`src/rtl/ps2_pkg.sv`:
```
// Shared constants and frame FSM encoding for the PS/2 keyboard receiver.
package ps2_pkg;

  localparam logic [7:0] PS2_BREAK = 8'hF0;
  localparam logic [7:0] PS2_EXT   = 8'hE0;
  localparam logic [7:0] KEY_LEFT  = 8'h1C;
  localparam logic [7:0] KEY_RIGHT = 8'h23;

  typedef enum logic [1:0] {
    StIdle   = 2'd0,
    StData   = 2'd1,
    StParity = 2'd2,
    StStop   = 2'd3
  } ps2_state_e;

  // 1 when the data byte plus its parity bit carry an odd number of ones.
  function automatic logic odd_parity_ok(input logic [7:0] data, input logic par);
    return ^{data, par};
  endfunction

endpackage

```
`src/rtl/ps2_receiver_if.sv`:
```
// Bundles the raw PS/2 lines and the decoded key outputs of ps2_receiver.
interface ps2_receiver_if;

  logic       ps2_clk;
  logic       ps2_data;
  logic [7:0] keyboard;
  logic       valid;
  logic       key_release;  // 'release' is a reserved word in SystemVerilog
  logic       extended;
  logic       frame_err;

  modport slave (
    input  ps2_clk,
    input  ps2_data,
    output keyboard,
    output valid,
    output key_release,
    output extended,
    output frame_err
  );

  modport master (
    output ps2_clk,
    output ps2_data,
    input  keyboard,
    input  valid,
    input  key_release,
    input  extended,
    input  frame_err
  );

endinterface

```
`src/rtl/ps2_line_filter.sv`:
```
// 2-FF synchronizer plus saturating-count deglitcher for one open-collector line.
// o_fall pulses for one cycle in the cycle the filtered level drops to 0.
module ps2_line_filter #(
  parameter int unsigned FILTER_LEN = 8
) (
  input  logic clk2,
  input  logic rst,
  input  logic i_line,
  output logic o_level,
  output logic o_fall
);

  localparam int unsigned CntW = $clog2(FILTER_LEN + 1);

  logic            r_sync1;
  logic            r_sync2;
  logic            r_level;
  logic            r_fall;
  logic [CntW-1:0] r_cnt;

  logic            w_level_nxt;
  logic            w_fall_nxt;
  logic [CntW-1:0] w_cnt_nxt;

  // Count consecutive samples that disagree with the filtered level; any agreeing
  // sample restarts the count, so short glitches never reach the threshold.
  always_comb begin
    w_level_nxt = r_level;
    w_fall_nxt  = 1'b0;
    w_cnt_nxt   = '0;
    if (r_sync2 != r_level) begin
      if (r_cnt == CntW'(FILTER_LEN - 1)) begin
        w_level_nxt = r_sync2;
        w_fall_nxt  = ~r_sync2;
      end else begin
        w_cnt_nxt = r_cnt + CntW'(1);
      end
    end
  end

  always_ff @(posedge clk2) begin
    if (rst) begin
      r_sync1 <= 1'b1;
      r_sync2 <= 1'b1;
      r_level <= 1'b1;
      r_fall  <= 1'b0;
      r_cnt   <= '0;
    end else begin
      r_sync1 <= i_line;
      r_sync2 <= r_sync1;
      r_level <= w_level_nxt;
      r_fall  <= w_fall_nxt;
      r_cnt   <= w_cnt_nxt;
    end
  end

  assign o_level = r_level;
  assign o_fall  = r_fall;

endmodule

```
`src/rtl/ps2_receiver.sv`:
```
// PS/2 keyboard receiver: frames 11-bit packets, checks parity and decodes
// E0/F0 prefixes into one valid or release pulse per key code.
module ps2_receiver
  import ps2_pkg::*;
#(
  parameter int unsigned FILTER_LEN     = 8,
  parameter int unsigned TIMEOUT_CYCLES = 50000
) (
  input  logic              clk2,
  input  logic              rst,
  ps2_receiver_if.slave     bus
);

  localparam int unsigned TmoW = $clog2(TIMEOUT_CYCLES + 1);

  logic w_clk_level;
  logic w_clk_fall;
  logic w_strobe;
  logic w_timeout;

  ps2_line_filter #(
    .FILTER_LEN(FILTER_LEN)
  ) u_clk_filter (
    .clk2   (clk2),
    .rst    (rst),
    .i_line (bus.ps2_clk),
    .o_level(w_clk_level),
    .o_fall (w_clk_fall)
  );

  // Data needs no deglitching: it is stable well before the filtered clock edge.
  logic r_data_s1;
  logic r_data_s2;

  ps2_state_e      r_state,     w_state_nxt;
  logic [2:0]      r_bit_cnt,   w_bit_cnt_nxt;
  logic [7:0]      r_shift,     w_shift_nxt;
  logic            r_parity_ok, w_parity_ok_nxt;
  logic [TmoW-1:0] r_tmo_cnt,   w_tmo_cnt_nxt;
  logic            r_brk_pend,  w_brk_pend_nxt;
  logic            r_ext_pend,  w_ext_pend_nxt;
  logic [7:0]      r_keyboard,  w_keyboard_nxt;
  logic            r_extended,  w_extended_nxt;
  logic            r_valid,     w_valid_nxt;
  logic            r_release,   w_release_nxt;
  logic            r_frame_err, w_frame_err_nxt;

  assign w_strobe  = w_clk_fall & ~w_clk_level;
  assign w_timeout = (r_state != StIdle) && (r_tmo_cnt == TmoW'(TIMEOUT_CYCLES));

  always_comb begin
    w_state_nxt     = r_state;
    w_bit_cnt_nxt   = r_bit_cnt;
    w_shift_nxt     = r_shift;
    w_parity_ok_nxt = r_parity_ok;
    w_brk_pend_nxt  = r_brk_pend;
    w_ext_pend_nxt  = r_ext_pend;
    w_keyboard_nxt  = r_keyboard;
    w_extended_nxt  = r_extended;
    w_valid_nxt     = 1'b0;
    w_release_nxt   = 1'b0;
    w_frame_err_nxt = 1'b0;

    if (w_strobe || r_state == StIdle || w_timeout) begin
      w_tmo_cnt_nxt = '0;
    end else begin
      w_tmo_cnt_nxt = r_tmo_cnt + TmoW'(1);
    end

    if (w_strobe) begin
      unique case (r_state)
        StIdle: begin
          if (!r_data_s2) begin
            w_state_nxt   = StData;
            w_bit_cnt_nxt = 3'd0;
          end
        end
        StData: begin
          w_shift_nxt = {r_data_s2, r_shift[7:1]};
          if (r_bit_cnt == 3'd7) begin
            w_state_nxt = StParity;
          end else begin
            w_bit_cnt_nxt = r_bit_cnt + 3'd1;
          end
        end
        StParity: begin
          w_parity_ok_nxt = odd_parity_ok(r_shift, r_data_s2);
          w_state_nxt     = StStop;
        end
        StStop: begin
          w_state_nxt = StIdle;
          if (r_data_s2 && r_parity_ok) begin
            if (r_shift == PS2_BREAK) begin
              w_brk_pend_nxt = 1'b1;
            end else if (r_shift == PS2_EXT) begin
              w_ext_pend_nxt = 1'b1;
            end else begin
              w_keyboard_nxt = r_shift;
              w_extended_nxt = r_ext_pend;
              w_release_nxt  = r_brk_pend;
              w_valid_nxt    = ~r_brk_pend;
              w_brk_pend_nxt = 1'b0;
              w_ext_pend_nxt = 1'b0;
            end
          end else begin
            // Dropping the prefixes keeps a corrupted break from becoming a make.
            w_frame_err_nxt = 1'b1;
            w_brk_pend_nxt  = 1'b0;
            w_ext_pend_nxt  = 1'b0;
          end
        end
        default: w_state_nxt = StIdle;
      endcase
    end else if (w_timeout) begin
      w_state_nxt     = StIdle;
      w_frame_err_nxt = 1'b1;
      w_brk_pend_nxt  = 1'b0;
      w_ext_pend_nxt  = 1'b0;
    end
  end

  always_ff @(posedge clk2) begin
    if (rst) begin
      r_data_s1   <= 1'b1;
      r_data_s2   <= 1'b1;
      r_state     <= StIdle;
      r_bit_cnt   <= '0;
      r_shift     <= '0;
      r_parity_ok <= 1'b0;
      r_tmo_cnt   <= '0;
      r_brk_pend  <= 1'b0;
      r_ext_pend  <= 1'b0;
      r_keyboard  <= '0;
      r_extended  <= 1'b0;
      r_valid     <= 1'b0;
      r_release   <= 1'b0;
      r_frame_err <= 1'b0;
    end else begin
      r_data_s1   <= bus.ps2_data;
      r_data_s2   <= r_data_s1;
      r_state     <= w_state_nxt;
      r_bit_cnt   <= w_bit_cnt_nxt;
      r_shift     <= w_shift_nxt;
      r_parity_ok <= w_parity_ok_nxt;
      r_tmo_cnt   <= w_tmo_cnt_nxt;
      r_brk_pend  <= w_brk_pend_nxt;
      r_ext_pend  <= w_ext_pend_nxt;
      r_keyboard  <= w_keyboard_nxt;
      r_extended  <= w_extended_nxt;
      r_valid     <= w_valid_nxt;
      r_release   <= w_release_nxt;
      r_frame_err <= w_frame_err_nxt;
    end
  end

  assign bus.keyboard    = r_keyboard;
  assign bus.extended    = r_extended;
  assign bus.valid       = r_valid;
  assign bus.key_release = r_release;
  assign bus.frame_err   = r_frame_err;

endmodule

```
`src/flat_wrapper.sv`:
```
// flat-port wrapper written by rule: the top's interface ports become plain ports
module ps2_receiver_flat import ps2_pkg::*;
#(
  parameter int unsigned FILTER_LEN     = 8,
  parameter int unsigned TIMEOUT_CYCLES = 50000
)
  (clk2, rst, bus_ps2_clk, bus_ps2_data, bus_keyboard, bus_valid, bus_key_release, bus_extended, bus_frame_err);
  ps2_receiver_if bus_i ();
  input  logic clk2;
  input  logic rst;
  input wire logic [$bits(bus_i.ps2_clk)-1:0] bus_ps2_clk;
  input wire logic [$bits(bus_i.ps2_data)-1:0] bus_ps2_data;
  output wire logic [$bits(bus_i.keyboard)-1:0] bus_keyboard;
  output wire logic [$bits(bus_i.valid)-1:0] bus_valid;
  output wire logic [$bits(bus_i.key_release)-1:0] bus_key_release;
  output wire logic [$bits(bus_i.extended)-1:0] bus_extended;
  output wire logic [$bits(bus_i.frame_err)-1:0] bus_frame_err;
  assign bus_i.ps2_clk = bus_ps2_clk;
  assign bus_i.ps2_data = bus_ps2_data;
  assign bus_keyboard = bus_i.keyboard;
  assign bus_valid = bus_i.valid;
  assign bus_key_release = bus_i.key_release;
  assign bus_extended = bus_i.extended;
  assign bus_frame_err = bus_i.frame_err;
  ps2_receiver #(.FILTER_LEN(FILTER_LEN), .TIMEOUT_CYCLES(TIMEOUT_CYCLES)) u_core (.clk2(clk2), .rst(rst), .bus(bus_i));
endmodule
```
`config.mk`:
```
export PLATFORM = sky130hd
export DESIGN_NAME = ps2_receiver_flat
export DESIGN_NICKNAME = d
export VERILOG_FILES = /design/src/rtl/ps2_pkg.sv /design/src/rtl/ps2_receiver_if.sv /design/src/rtl/ps2_line_filter.sv /design/src/rtl/ps2_receiver.sv /design/src/flat_wrapper.sv
export SDC_FILE = /design/constraint.sdc
export NUM_CORES = 1
export LEC_CHECK = 0
export ABC_AREA = 1
export CAP_MARGIN = 0
export CORE_UTILIZATION = 42
export DETAILED_ROUTE_END_ITERATION = 10
export GPL_TIMING_DRIVEN = 0
export PLACE_DENSITY = 0.64
export SKIP_CTS_REPAIR_TIMING = 1
export SLEW_MARGIN = 20
export SYNTH_ARGS = -nofsm -noshare
export SYNTH_HDL_FRONTEND = slang
export SYNTH_SLANG_ARGS = --single-unit
```
`constraint.sdc`:
```
create_clock -name clk2 -period 2 [get_ports clk2]
set_input_delay 0.2 -clock clk2 [delete_from_list [all_inputs] [get_ports clk2]]
set_output_delay 0.2 -clock clk2 [all_outputs]
set_load 0.05 [all_outputs]
```
== Word level (Yosys, flattened, before mapping) ==
Cells that the tools add are included.
Word-level totals
  register bits: 54
  input port bits: 4
  output and inout bits: 12
  word-level logic and storage cells: 93
Operators by class
  add/sub/neg operators: 3
  eq/ne operators: 16
  muxes and demuxes: 23
  bitwise operators: 11
  reduce and logical (&&, ||, !) cells: 21
Operator list (count)
  16-bit by 1-bit adder with 16-bit output, second input constant: 1
  16-bit == test, second input constant: 1
  8-bit == test, second input constant: 2
  1-bit two-way mux: 15
  1-bit inverter: 10
  3-bit != test, second input constant: 3
  3-bit AND reduction: 3
  9-bit XOR reduction: 1
  2-bit two-way mux: 4
  2-bit case mux with 4 select lines: 1
  3-bit two-way mux: 2
  2-bit != test, second input constant: 3
  3-bit case mux with 2 select lines: 1
  2-bit AND reduction: 3
  2-bit nonzero test: 3
  3-bit OR reduction: 2
  6-bit OR reduction: 1
  5-bit AND reduction: 1
  4-bit by 1-bit adder with 4-bit output, second input constant: 1
  2-bit == test, second input constant: 2
  4-bit by 3-bit == test with 1-bit output, second input constant: 1
  4-bit != test, second input constant: 1
  4-bit AND reduction: 1
  3-bit by 1-bit adder with 3-bit output, second input constant: 1
  other kinds (8): 10

== Longest topological paths before layout ==
Gate-level depths: netlist of run 1.
  depth after elaboration: 6
  depth in mapped cells: 11

== Hierarchy ==
A second synthesis of run 1 with hierarchy kept.
Unflattened totals
  cells, all modules: 335
  area total of the unflattened synthesis: 2533.7 µm²
By module, submodules not included
  ps2_receiver: times used 1, cells each 300, area each 2230.9 µm², sequential area each 920.9 µm²
  ps2_line_filter: times used 1, cells each 35, area each 302.8 µm², sequential area each 160.2 µm²

== Worst setup path after synthesis of run 1 ==
No wires, ideal clock.
  kind: flip-flop to flip-flop
  from: register u_core.r_state[0]
  to: register u_core.r_tmo_cnt[6]
  arrival: 1.312 ns
  path slack: 0.571 ns
  stages on the path, launching flop included: 10
  path buffers: 1
  period minus slack after synthesis: 1.429 ns
  cells stage by stage: dfxtp_1 > inv_1 > ha_1 > nor2_1 > nand3_1 > nor2_1 > nand2_1 > nand2_1 > buf_2 > nor2_1
Between the ends
  cells in the longest elaborated chain, start to end: 4
  elaborated cells on any way between the ends: 6
  those cells by class: reduce/logical (6)
RTL lines
  start: declaration: line ps2_receiver.sv:35  | ps2_state_e r_state, w_state_nxt;
  start signal: assignment: line ps2_receiver.sv:126  | r_state <= StIdle;
  start signal: assignment: line ps2_receiver.sv:141  | r_state <= w_state_nxt;
  2-bit logical NOT or 2-bit nonzero test (tied branches): line ps2_receiver.sv:64, ps2_receiver.sv:49
  1-bit logical OR or 1-bit logical AND (tied branches): line ps2_receiver.sv:64, ps2_receiver.sv:49
  1-bit logical OR (*): line ps2_receiver.sv:64  | if (w_strobe || r_state == StIdle || w_timeout) begin
  2-bit OR reduction (no line) (*)
  end signal: assignment: line ps2_receiver.sv:145  | r_tmo_cnt <= w_tmo_cnt_nxt;
  end: declaration: line ps2_receiver.sv:39  | logic [TmoW-1:0] r_tmo_cnt, w_tmo_cnt_nxt;
Mark *: on every way between the ends. The rest lies on a longest branch, timed or not.
A chain may end at the register's enable or synchronous reset.

== Worst setup path after layout of run 1 ==
Ends and elaborated chain as after synthesis.

==> impl_metrics.ini, run 1 <==
[sta]
fin_setup_tns_ns = 0
setup_viol = 0
max_slew.worst_pin.slew_ns = 0.5794
slew_violations = 0
rsz0062_at_grt = no
min_period_over_period = 0.8438
hold_viol_final = 0
worst_slew_margin_rel = 0.6137
finClkSkew_ns = 0.01169
setup_ws_ns = 0.3125
fmax_mhz = 592.6
period_needed_ns = 1.688

[floorplan]
start_util = 0.4427
ios = 16
dieWidth_um = 78.88
core_area_um2 = 5608
rows = 27
die-area_um2 = 6222
chipHeight_um = 78.88

[worst_setup_path]
arrival_ns = 1.87
required_ns = 2.19
path_max_fanout = 10
setup.worst_path.end_class = register
r2r_end = u_core.r_tmo_cnt[6]
reg2reg_slack_ns = 0.31
criticalPathCategory = reg -> reg
rr_startpoint = u_core.r_state[0]
rr_worst_depth = 9
start_kind = register

[finish]
final_cell_mix = 63 x nand2_1, 54 x dfxtp_1, 39 x inv_1
layout_commonest_cell = nand2_1
nets = 357
antenna_cells = 0
syn2layout_area_growth_pct = 13.05
n_fill_cell = 580
stdcell_area_um2 = 2806
drive_gt1_frac = 0.09302
multi_input_area_um2 = 1219
seq_area_um2 = 1081

[synthesis]
yosysWarnings = 0
ys_ff_latch = 54
synth_top_area_frac = 0.4355
yosys.area.top_type = dfxtp_1
synth_compound_area_frac = 0.09879
ys.flop_type = dfxtp_1
synth_area_um2 = 2482
synth_fa_ha_area_frac = 0.04536
ys_types = 30
synthCells = 322
synth_mux_area_frac = 0
syn_area_per_cell_um2 = 7.709
synth_top_family_by_area = simple AND/OR/NAND/NOR gates
synthTopCellsByArea = dfxtp_1 44%, nand2_1 9.5%, a21oi_1 6.5%, inv_1 5.9%, nand3_1 5.6%
synth_xor_area_frac = 0.03528
synth-seq-area-share = 0.4355
synth_nets = 335
synth_edf_count = 0
synthArstFlopShare = 0
synth_simple_gate_area_share = 0.3115

[placed_design]
placed_cell_area_um2 = 2723
dp_hpwl_mm = 3.339
gp_congestion = 0.7698
io_buffers = 15
dp_slack_ns = 0.3007

[grt]
use_met1 = 0.2245
met2_usage = 0.2417
busiest_layer = met2
grtUsageTotal = 0.1585
antenna_found_initial = 0
use_met3 = 0.03103
grt_remaining_overflow = 0
grt_max_degree = 17
grt_pass1_wl_mm = 7.845
grt_pass1_vias = 1820

[cts]
clk_latency_ns = 0.30
clk_pin_slew_ns = 0.10
max-clock-path-buffers = 2
cts_inserted_buffers = 5
cts_tree = done
cts.root.buffer_cell = clkbuf_8
htreeDepth = 2
clock_sinks = 54

[routing]
vias = 1982
drt-initial-drc-count = 38
wl_per_cell_um = 10.71
avgViaCountPerCell = 4.764
drt_first_pass_iters = 4
drtAntennaViolNets = 0
drc_errors = 0
wl_mm = 4.454

[min_path]
hold_depth = 1
worstHoldEndpoint = u_core.r_data_s2
worstHoldPathType = reg -> reg
hold_path.startpoint = u_core.r_data_s1

[pwr]
peakVddDrop_mv = 0.2905
power_mw = 1.703
p_leak_nw = 1.075
p_per_area_nw_per_um2 = 606.8

[outcome]
outcome = finished, final reports clean

[flow_run]
maxCapViolCount = 0
==> cells in the mapped netlist (2+ instances only) <==
| master | n |
|---|---|
| nand2_1 | 63 |
| nor2_1 | 29 |
| xor2_1 | 5 |
| or2_2 | 5 |
| nand3_2 | 3 |
| nor2_4 | 3 |
| ha_1 | 9 |
| nor3b_1 | 2 |
| clkbuf_1 | 3 |
| nand4_1 | 5 |
| buf_2 | 2 |
| xnor2_1 | 5 |
| a21oi_1 | 32 |
| inv_1 | 39 |
| or2_0 | 2 |
| nor3_2 | 2 |
| nand2_2 | 2 |
| o21ai_0 | 15 |
| dfxtp_1 | 54 |
| nand3_1 | 28 |
| nand2_4 | 3 |
| nor3_1 | 3 |
==> layout make-up <==
cell class                      count  share of cell area
Multi-Input combinational cell    222              0.4342
Sequential cell                    54              0.3852
Timing Repair Buffer               15             0.05350
Inverter                           40             0.05350
Tap cell                           72             0.03210
Clock buffer                        5             0.02452
Buffer                              6             0.01159
Clock inverter                      2            0.005350
==> per-layer routing <==
metal  vias up  wire [µm]
met5         -          0
met4         0         31
met3         2         89
met2        18       1906
met1       886       2426
li1       1076          -
==> where the power goes <==
group | switching [mW] | internal (mW)
Sequential | 0.00308 | 1.08
Combinational | 0.0193 | 0.0127
Clock | 0.349 | 0.240
Total | 0.372 | 1.33
==> worst max-delay path: stages (launching register included) <==
cell	delay, ns
dfxtp_1	0.39
inv_1	0.08
ha_1	0.26
nor2_1	0.10
nand3_1	0.07
nor2_1	0.13
nand2_1	0.06
nand2_1	0.17
buf_2	0.25
nor2_1	0.08
==> sequential cells by signal, summed over array words and instances (netlist names), 2 cells and up <==
| signal | cells |
|---|---|
| u_core.r_state | 2 |
| u_core.r_shift | 8 |
| u_core.r_tmo_cnt | 16 |
| u_core.r_bit_cnt | 3 |
| u_core.bus.keyboard | 8 |
| u_core.u_clk_filter.r_cnt | 4 |
==> cell families (layout without fill, tap and decap cells) <==
kind of cell,Yosys count,after routing
buf+inv,46,68
compound gates,48,48
simple gates,155,155
xor+xnor,10,10
flops,54,54
fa+ha+maj,9,9
==> worst max-delay path by stage <==
stage | cells past startpoint | to | slack (ns) | start
after floorplan | 9 | u_core.r_tmo_cnt[6] | 0.57 | u_core.r_state[0]
after global placement | 9 | u_core.r_tmo_cnt[6] | 0.32 | u_core.r_state[0]
after detailed placement | 9 | u_core.r_tmo_cnt[6] | 0.30 | u_core.r_state[0]
after CTS | 9 | u_core.r_tmo_cnt[6] | 0.28 | u_core.r_state[0]
after global routing | 9 | u_core.r_tmo_cnt[3] | 0.09 | u_core.r_state[0]
final | 9 | u_core.r_tmo_cnt[6] | 0.31 | u_core.r_state[0]
==> through the flow <==
stage | utilization | instances | hold WS, ns
floorplan | - | 322 | 0.3038
global placement | 0.4855 | 409 | 0.3934
detailed placement | 0.4855 | 409 | 0.3938
CTS | 0.5004 | 416 | 0.4267
global route | 0.5004 | 416 | 0.4514
finish | 0.5004 | 416 | 0.4309
Power figures use the tool's default switching activity.
==> run 2, diff against run 1 <==
Clock period 2 ns to 1.8 ns, I/O delays scaled along.
==> run 2 against run 1 <==
Against the previous run: global-route usage unchanged; utilization increased by 0.27 points; routed wire length grew 0.99%.
==> impl_metrics.ini, run 2 (synthesized netlist as in run 1, its figures left out) <==
[sta]
hold_viol_final = 0
setup_ws_ns = 0.1596
min_period_over_period = 0.9113
setup_viol = 0
worst_slew_margin_rel = 0.6240
finClkSkew_ns = 0.01197
slew_violations = 0
rsz0062_at_grt = no
max_slew.worst_pin.slew_ns = 0.5641
fmax_mhz = 609.6
fin_setup_tns_ns = 0
period_needed_ns = 1.640

[worst_setup_path]
arrival_ns = 1.46
reg2reg_slack_ns = 0.20
path_cells = clkdlybuf4s50_1
rr_startpoint = u_core.r_state[0]
required_ns = 1.62
slowest_delay_ns = 0.80
criticalPathCategory = reg -> out
path_delay_family = buffers and inverters
start_kind = register
critical-path-slowest-cell = clkdlybuf4s50_1
setup.worst_path.end_class = primary output
crit_buf_inv = 1
r2r_end = u_core.r_tmo_cnt[6]
path_max_fanout = 2
rr_worst_depth = 9

[pwr]
p_leak_nw = 1.077
p_per_area_nw_per_um2 = 671.4
peakVddDrop_mv = 0.3222

[finish]
layout_commonest_cell = nand2_1
multi_input_area_um2 = 1231
final_cell_mix = 61 x nand2_1, 54 x dfxtp_1, 39 x inv_1
nets = 357
largest_reg_flops = 16
seq_area_um2 = 1081
syn2layout_area_growth_pct = 13.66
n_fill_cell = 577
drive_gt1_frac = 0.1047
antenna_cells = 0
final_cells = 416
largest_register = u_core.r_tmo_cnt

[placed_design]
dp.cells = 409
io_buffers = 15
gp_congestion = 0.7698
dp_slack_ns = 0.1007
dp_hpwl_mm = 3.339

[cts]
clk_latency_ns = 0.31
clk_pin_slew_ns = 0.10
cts_tree = done
cts.root.buffer_cell = clkbuf_8
cts_inserted_buffers = 5
clock_sinks = 54
htreeDepth = 2
max-clock-path-buffers = 2

[floorplan]
start_util = 0.4427
dieWidth_um = 78.88
core_area_um2 = 5608
ios = 16
rows = 27
die-area_um2 = 6222
chipHeight_um = 78.88

[outcome]
outcome = finished, final reports clean

[routing]
drt_first_pass_iters = 4
wl_per_cell_um = 10.81
vias = 2001
avgViaCountPerCell = 4.810
top_layer_used = met4
drc_errors = 0
drt-initial-drc-count = 62
drtAntennaViolNets = 0
met3_length_um = 148
met1_length_mm = 2.402
met2_length_mm = 1.897
wl_mm = 4.498

[grt]
grt_pass1_vias = 1820
grt_pass1_wl_mm = 7.845
grt_remaining_overflow = 0
antenna_found_initial = 0
grt_max_degree = 17
grtUsageTotal = 0.1585

[min_path]
hold_depth = 2
worstHoldPathType = in -> reg
worstHoldEndpoint = u_core.r_data_s1
hold_path.startpoint = bus_ps2_data

[flow_run]
maxCapViolCount = 0
## run 2: cell counts in the layout (fill, tap and decap cells not counted)
No cell type changed its count.
## run 2: through the flow
step                power [mW]  cell area [µm²]    util  hold slack [ns]
finish                   1.894             2821  0.5031           0.4254
detailed placement       1.265             2723  0.4855           0.3938
floorplan                1.249             2482       -           0.2838
global route             1.970             2821  0.5031           0.4314
global placement         1.265             2723  0.4855           0.3934
CTS                      1.919             2806  0.5004           0.4208
## run 2: worst max path at each step
| stage | start | endpoint | slack, ns | cells past startpoint |
|---|---|---|---|---|
| 3_5_place_dp | u_core.r_state[0] | u_core.r_tmo_cnt[6] | 0.10 | 9 |
| 4_1_cts | u_core.r_state[0] | u_core.r_tmo_cnt[6] | 0.08 | 9 |
| 3_3_place_gp | u_core.r_state[0] | u_core.r_tmo_cnt[6] | 0.12 | 9 |
| 6_report | u_core.bus.keyboard[0] | bus_keyboard[0] | 0.16 | 1 |
| 5_1_grt | u_core.r_state[0] | u_core.r_tmo_cnt[3] | 0.02 | 9 |
| 2_1_floorplan | u_core.r_state[0] | u_core.r_tmo_cnt[6] | 0.37 | 9 |
## run 2: where the power goes
part / switching (mW) / internal, mW / total (mW)
combinational: 0.0214 / 0.0141 / 0.0355
clock: 0.391 / 0.267 / 0.657
sequential: 0.00341 / 1.20 / 1.20
## run 2: routing by layer
| metal | vias up | track usage |
|---|---|---|
| li1 | 1079 | - |
| met1 | 891 | 0.2245 |
| met2 | 27 | 0.2417 |
| met3 | 4 | 0.03103 |
| met4 | 0 | 0.04909 |
| met5 | - | 0 |
## run 2: layout make-up
type | count | area share
flip-flops and latches | 54 | 0.3831
clock buffers | 5 | 0.02439
repair buffers | 15 | 0.05322
clock inverters | 2 | 0.005322
multi-input cells | 222 | 0.4364
inverters | 40 | 0.05322
well taps | 72 | 0.03193
plain buffers | 6 | 0.01242
==> patch 1 (config.mk and constraints of run 1) <==
Reset style: asynchronous (`rst`), changed in 2 clocked blocks.
--- a/src/rtl/ps2_line_filter.sv
+++ b/src/rtl/ps2_line_filter.sv
@@ -38,7 +38,7 @@
     end
   end
 
-  always_ff @(posedge clk2) begin
+  always_ff @(posedge clk2 or posedge rst) begin
     if (rst) begin
       r_sync1 <= 1'b1;
       r_sync2 <= 1'b1;
--- a/src/rtl/ps2_receiver.sv
+++ b/src/rtl/ps2_receiver.sv
@@ -119,7 +119,7 @@
     end
   end
 
-  always_ff @(posedge clk2) begin
+  always_ff @(posedge clk2 or posedge rst) begin
     if (rst) begin
       r_data_s1   <= 1'b1;
       r_data_s2   <= 1'b1;
Behaviour: no difference found for any inputs over 10 cycles, from zero or initial values and one cycle with rst high; that may be too few to reach the edited logic, so the function may still have changed.
==> patch 1 against run 1 <==
Via count down 1.7%. Non-clock buffer count is 2 lower. Largest cell class is now flip-flops and latches. Critical path type unchanged. Sequential cell count unchanged. Design area grew 11%. Worst setup slack worse by 0.016 ns. Synthesized area up 10%. Wire length is 3.0% higher. Highest routed layer unchanged. Die area increased by 10%.
Power is not compared: it rests on default switching activity, and its combinational part moved more than twofold at a synthesized area within 25%.
==> patch 1: results (changes against run 1) <==
worst hold slack across all endpoints 0.280 ns (-0.150 ns); arrival time at the worst endpoint 1.92 ns (+0.05 ns); proportion of netlist area held by the largest area contributor 44.8% (+1.3 points); Max-slew headroom 56.1% (-5.3 points); global placer's final weighted congestion 0.790 (+2.7%); Slowest cell on crit path sky130_fd_sc_hd__dfrtp_1; launching point of the worst reg2reg path u_core.r_state[1]$_DFFE_PP0P_; Critical Path Max Stage Delay 0.43 ns (+0.04 ns); maximum clock skew at final layout 0.00798 ns (-0.00371 ns); number of warning messages in the yosys log 0 (unchanged); maximum number of pins on one net before global-route repair 55 (+38); Worst Hold End u_core.u_clk_filter.r_sync1$_DFF_PP1_; I/O Buffers 15 (unchanged); endpoint of the worst register-to-register path u_core.r_bit_cnt[0]$_DFFE_PP0P_; adder and majority gate portion of the synthesized area 4.57% (+0.036 points); first-pass GRT wire length 7550 um (-3.8%); mean number of vias per cell 4.69 (-1.5%); number of global-route vias before repair 1747 (-4.0%); depth of the most critical reg-to-reg path 8 (-1); Leakage 1.42 nW; cell type group with the largest total delay on the critical path compound AO/OA/AOI/OAI gates; top cells by count, synth sky130_fd_sc_hd__nand2_1 (81), sky130_fd_sc_hd__dfrtp_1 (49), sky130_fd_sc_hd__inv_1 (45); parity-gate share of the synthesized area counting xor and xnor cells 3.20% (-0.33 points); antenna viol nets, final 0 (unchanged); share of the yosys chip area belonging to registers 49.6% (+6.1 points); routed length per instance 11.1 um (+3.3%); Area contributors post-synth sky130_fd_sc_hd__dfrtp_1 (45%), sky130_fd_sc_hd__nand2_1 (11%), sky130_fd_sc_hd__inv_1 (6.2%); layout filler cell count 610 (+5.2%); GRT Overall Usage 14.7% (-1.1 points); dominant synthesized flop cell sky130_fd_sc_hd__dfrtp_1; total half-perimeter wirelength after legalization and detailed placement 3300 um (-1.1%); synthesized net count 329 (-1.8%); CP max FO 5 (-5); setup slack on the worst flop-to-flop path 0.30 ns (-0.02 ns); number of distinct library cells after synthesis 31 (+3.3%); flip-flop count of the largest register, all copies and words added 16 (unchanged); count of routing violations after the opening detailed-route iteration 68 (+79%); share of the synthesized area in compound gates (AO/OA/AOI/OAI) 7.41% (-2.5 points); number of nets in the layout 351 (-1.7%); worst min-delay path startpoint bus_ps2_clk; run status finished clean; share of post-route cells with drive strength above 1 14.2% (+4.9 points); Max IR drop VDD 0.379 mV; share of synthesized registers carrying an async set or reset 100% (+100 points); type of the most critical hold path in2reg
[patch 1: changes by cell type in the layout (fill, tap and decap cells not counted), sizes merged, moves of 2 or more]
cell      change
or2           -6
dfrtp        +49
dfstp         +5
inv           +8
clkbuf        -2
dfxtp        -54
nand2        +16
nor3b         +2
a21oi        -28
clkinvlp      -2
o21ai        +10
nor2          +4
nand3        -11
[patch 1: worst max-delay path by stage]
stage                                            to  depth (start not counted)                           from
floorplan           u_core.bus.extended$_DFFE_PP0P_                          1                            rst
global placement      u_core.r_shift[1]$_DFFE_PP0P_                          2                            rst
detailed placement  u_core.r_bit_cnt[0]$_DFFE_PP0P_                          8  u_core.r_state[1]$_DFFE_PP0P_
CTS                 u_core.r_bit_cnt[0]$_DFFE_PP0P_                          8  u_core.r_state[1]$_DFFE_PP0P_
global route        u_core.r_bit_cnt[0]$_DFFE_PP0P_                          8  u_core.r_state[1]$_DFFE_PP0P_
finish              u_core.r_bit_cnt[0]$_DFFE_PP0P_                          8  u_core.r_state[1]$_DFFE_PP0P_
[patch 1: cell type report]
class / count / area share [%]
sequential: 54 / 43.8
multi-input combinational: 210 / 37.6
inverter: 47 / 5.77
timing repair buffer: 15 / 4.84
tap: 77 / 3.11
clock buffer: 5 / 2.22
clock inverter: 3 / 1.53
buffer: 4 / 1.21
[patch 1: cell families (layout without fill, tap and decap cells)]
family          after synthesis  in the layout
fa+ha+maj                    10             10
simple gates                158            158
buf+inv                      51             74
flops                        54             54
xor+xnor                     10             10
compound gates               32             32
[patch 1: stage by stage]
| stage | cells | TNS, ns | worst slack [ns] | cell area (um^2) |
|---|---|---|---|---|
| 5_1_grt | 415 | 0 | 0.110 | 3100 |
| 4_1_cts | 415 | 0 | 0.284 | 3100 |
| 3_3_place_gp | 407 | -28.59 | -0.577 | 2980 |
| 6_report | 415 | 0 | 0.297 | 3100 |
| 2_1_floorplan | 315 | 0 | 0.494 | 2740 |
| 3_5_place_dp | 407 | 0 | 0.296 | 2990 |
[patch 1: power by group through the flow]
stage,clock (W),combinational (W),sequential (W)
3_5_place_dp,0,0.000164,0.00120
3_3_place_gp,0,0.000160,0.00119
2_1_floorplan,0,0.000129,0.00119
5_1_grt,0.000826,0.000187,0.00118
6_report,0.000756,0.000159,0.00117
4_1_cts,0.000781,0.000165,0.00117
[patch 1: per-layer routing]
layer / vias up / global-route usage (%) / share of wire [%]
met3: 6 / 2.97 / 2.4
met2: 24 / 25.8 / 48
met5: - / 0 / 0
met4: 0 / 5.17 / 1.1
met1: 892 / 17.7 / 49
li1: 1026 / - / -
==> patch 2 (settings of run 1) <==
Made on the original files. `TIMEOUT_CYCLES` is set to 50000 in 2 places; all go to 25000.
--- a/src/rtl/ps2_receiver.sv
+++ b/src/rtl/ps2_receiver.sv
@@ -4,7 +4,7 @@
   import ps2_pkg::*;
 #(
   parameter int unsigned FILTER_LEN     = 8,
-  parameter int unsigned TIMEOUT_CYCLES = 50000
+  parameter int unsigned TIMEOUT_CYCLES = 25000
 ) (
   input  logic              clk2,
   input  logic              rst,
--- a/src/flat_wrapper.sv
+++ b/src/flat_wrapper.sv
@@ -2,7 +2,7 @@
 module ps2_receiver_flat import ps2_pkg::*;
 #(
   parameter int unsigned FILTER_LEN     = 8,
-  parameter int unsigned TIMEOUT_CYCLES = 50000
+  parameter int unsigned TIMEOUT_CYCLES = 25000
 )
   (clk2, rst, bus_ps2_clk, bus_ps2_data, bus_keyboard, bus_valid, bus_key_release, bus_extended, bus_frame_err);
   ps2_receiver_if bus_i ();
Formal check against the unedited RTL: same outputs for any inputs over 10 cycles, from zero or initial values and one cycle with rst high; that may be too few to reach the edited logic, so the function may still have changed.
==> patch 2 against run 1 <==
Fmax shrank 2.9%. Design area shrank 2.4%. Sequential share of layout area increased by 0.20 points. Power shrank 1.9%. Synthesized area shrank 2.5%. Critical path depth unchanged. Utilization shrank 0.59 points. Cell count decreased by 1.9%. Sequential cell count decreased by 1. Wire length up 2.2%. Worst setup slack lost 0.050 ns. Critical path type unchanged.
==> patch 2: results (changes against run 1) <==
run status finished clean; maximum number of pins on one net before global-route repair 15 (-2); Max IR drop VDD 0.391 mV (+34%); clock tree root buffer cell sky130_fd_sc_hd__clkbuf_8; global placer's final weighted congestion 0.827 (+7.4%); synthesized net count 326 (-2.7%); clk_lat worst skew 0.30 ns (about the same); share of post-route cells with drive strength above 1 8.33% (-0.97 points); total number of H-tree levels 2 (unchanged); flip-flop count of the largest register, all copies and words added 15 (-1); share of synthesized registers carrying an async set or reset 0% (unchanged); share of the synthesized area in compound gates (AO/OA/AOI/OAI) 11.1% (+1.2 points); layout filler cell count 578 (-0.34%); number of nets in the layout 348 (-2.5%); final non-filler cell total 408 (-1.9%); DR pass1 iterations 4 (unchanged); routed via count 1959 (-1.2%); top cells by count, synth sky130_fd_sc_hd__nand2_1 (62), sky130_fd_sc_hd__dfxtp_1 (53), sky130_fd_sc_hd__inv_1 (35); count of routing violations after the opening detailed-route iteration 73 (+92%); routed length per instance 11.2 um (+4.2%); Area contributors post-synth sky130_fd_sc_hd__dfxtp_1 (44%), sky130_fd_sc_hd__nand2_1 (9.6%), sky130_fd_sc_hd__a21oi_1 (7.0%); number of warning messages in the yosys log 0 (unchanged); count of antenna diodes in the layout 0 (unchanged); Most flops, register u_core.r_tmo_cnt; type of the most critical hold path reg2reg; Critical Path Max Stage Delay 0.39 ns (about the same); arrival time at the worst endpoint 1.93 ns (+0.06 ns); cell type group with the largest total delay on the critical path simple AND/OR/NAND/NOR gates; max-slew violation count 0 (unchanged); Max-slew headroom 60.5% (-0.86 points); Leakage 1.03 nW (-4.3%); first-pass GRT wire length 8090 um (+3.1%); adder and majority gate portion of the synthesized area 4.65% (+0.12 points); cell count after synthesis 313 (-2.8%); Slowest cell on crit path sky130_fd_sc_hd__dfxtp_1; total half-perimeter wirelength after legalization and detailed placement 3350 um (+0.31%); number of global-route vias before repair 1785 (-1.9%); GRT Overall Usage 16.6% (+0.77 points); maximum clock skew at final layout 0.00518 ns (-0.00651 ns); worst setup timing slack at the placement stage 0.265 ns (-0.0358 ns); parity-gate share of the synthesized area counting xor and xnor cells 2.90% (-0.63 points); share of the yosys chip area belonging to registers 43.8% (+0.30 points); total placed cells including tap cells 400 (-2.2%); CP max FO 10 (unchanged)
-- patch 2: kinds of logic (layout without fill, tap and decap cells) --
logic type	after synthesis	count (layout)
xor gates and xnor gates	8	8
AOI/OAI and AO/OA	51	51
and+or+nand+nor	150	150
adders and majority gates	9	9
buffers and inverters	42	65
DFF	53	53
-- patch 2: report_power, final --
part / switching (W) / internal (W) / total, W
clock: 0.000326 / 0.000250 / 0.000576
combinational: 0.0000202 / 0.0000127 / 0.0000329
sequential: 0.00000311 / 0.00106 / 0.00106
total: 0.000350 / 0.00132 / 0.00167
-- patch 2: path summary, 6_finish.rpt --
| check | start | to | slack [ns] | depth (start not counted) |
|---|---|---|---|---|
| max reg2reg | u_core.r_state[0]$_SDFFE_PP0P_ | u_core.r_tmo_cnt[6]$_SDFF_PP0_ | 0.26 | 9 |
| min reg2reg | u_core.u_clk_filter.r_sync1$_SDFF_PP1_ | u_core.u_clk_filter.r_sync2$_SDFF_PP1_ | 0.41 | 1 |
| max | u_core.r_state[0]$_SDFFE_PP0P_ | u_core.r_tmo_cnt[6]$_SDFF_PP0_ | 0.26 | 9 |
| min | u_core.u_clk_filter.r_sync1$_SDFF_PP1_ | u_core.u_clk_filter.r_sync2$_SDFF_PP1_ | 0.41 | 1 |
-- patch 2: layout make-up --
type | count | share of cell area, %
clock buffer | 8 | 2.92
tap | 72 | 3.29
multi-input combinational | 218 | 43.5
buffer | 6 | 1.19
timing repair buffer | 15 | 5.48
sequential | 53 | 38.7
inverter | 36 | 4.93
-- patch 2: through the flow --
stage,power [W],util [%],area [um^2]
5_1_grt,0.00174,49.5,2740
6_report,0.00167,49.5,2740
4_1_cts,0.00170,49.5,2740
3_3_place_gp,0.00112,48.0,2660
3_5_place_dp,0.00112,48.0,2660
2_1_floorplan,0.00110,-,2420
-- patch 2: metal layers --
| metal | routed length, um | global-route usage (%) |
|---|---|---|
| met1 | 2480 | 23.8 |
| met5 | 0 | 0 |
| met3 | 102 | 3.88 |
| met4 | 31 | 5.00 |
| met2 | 1930 | 24.6 |
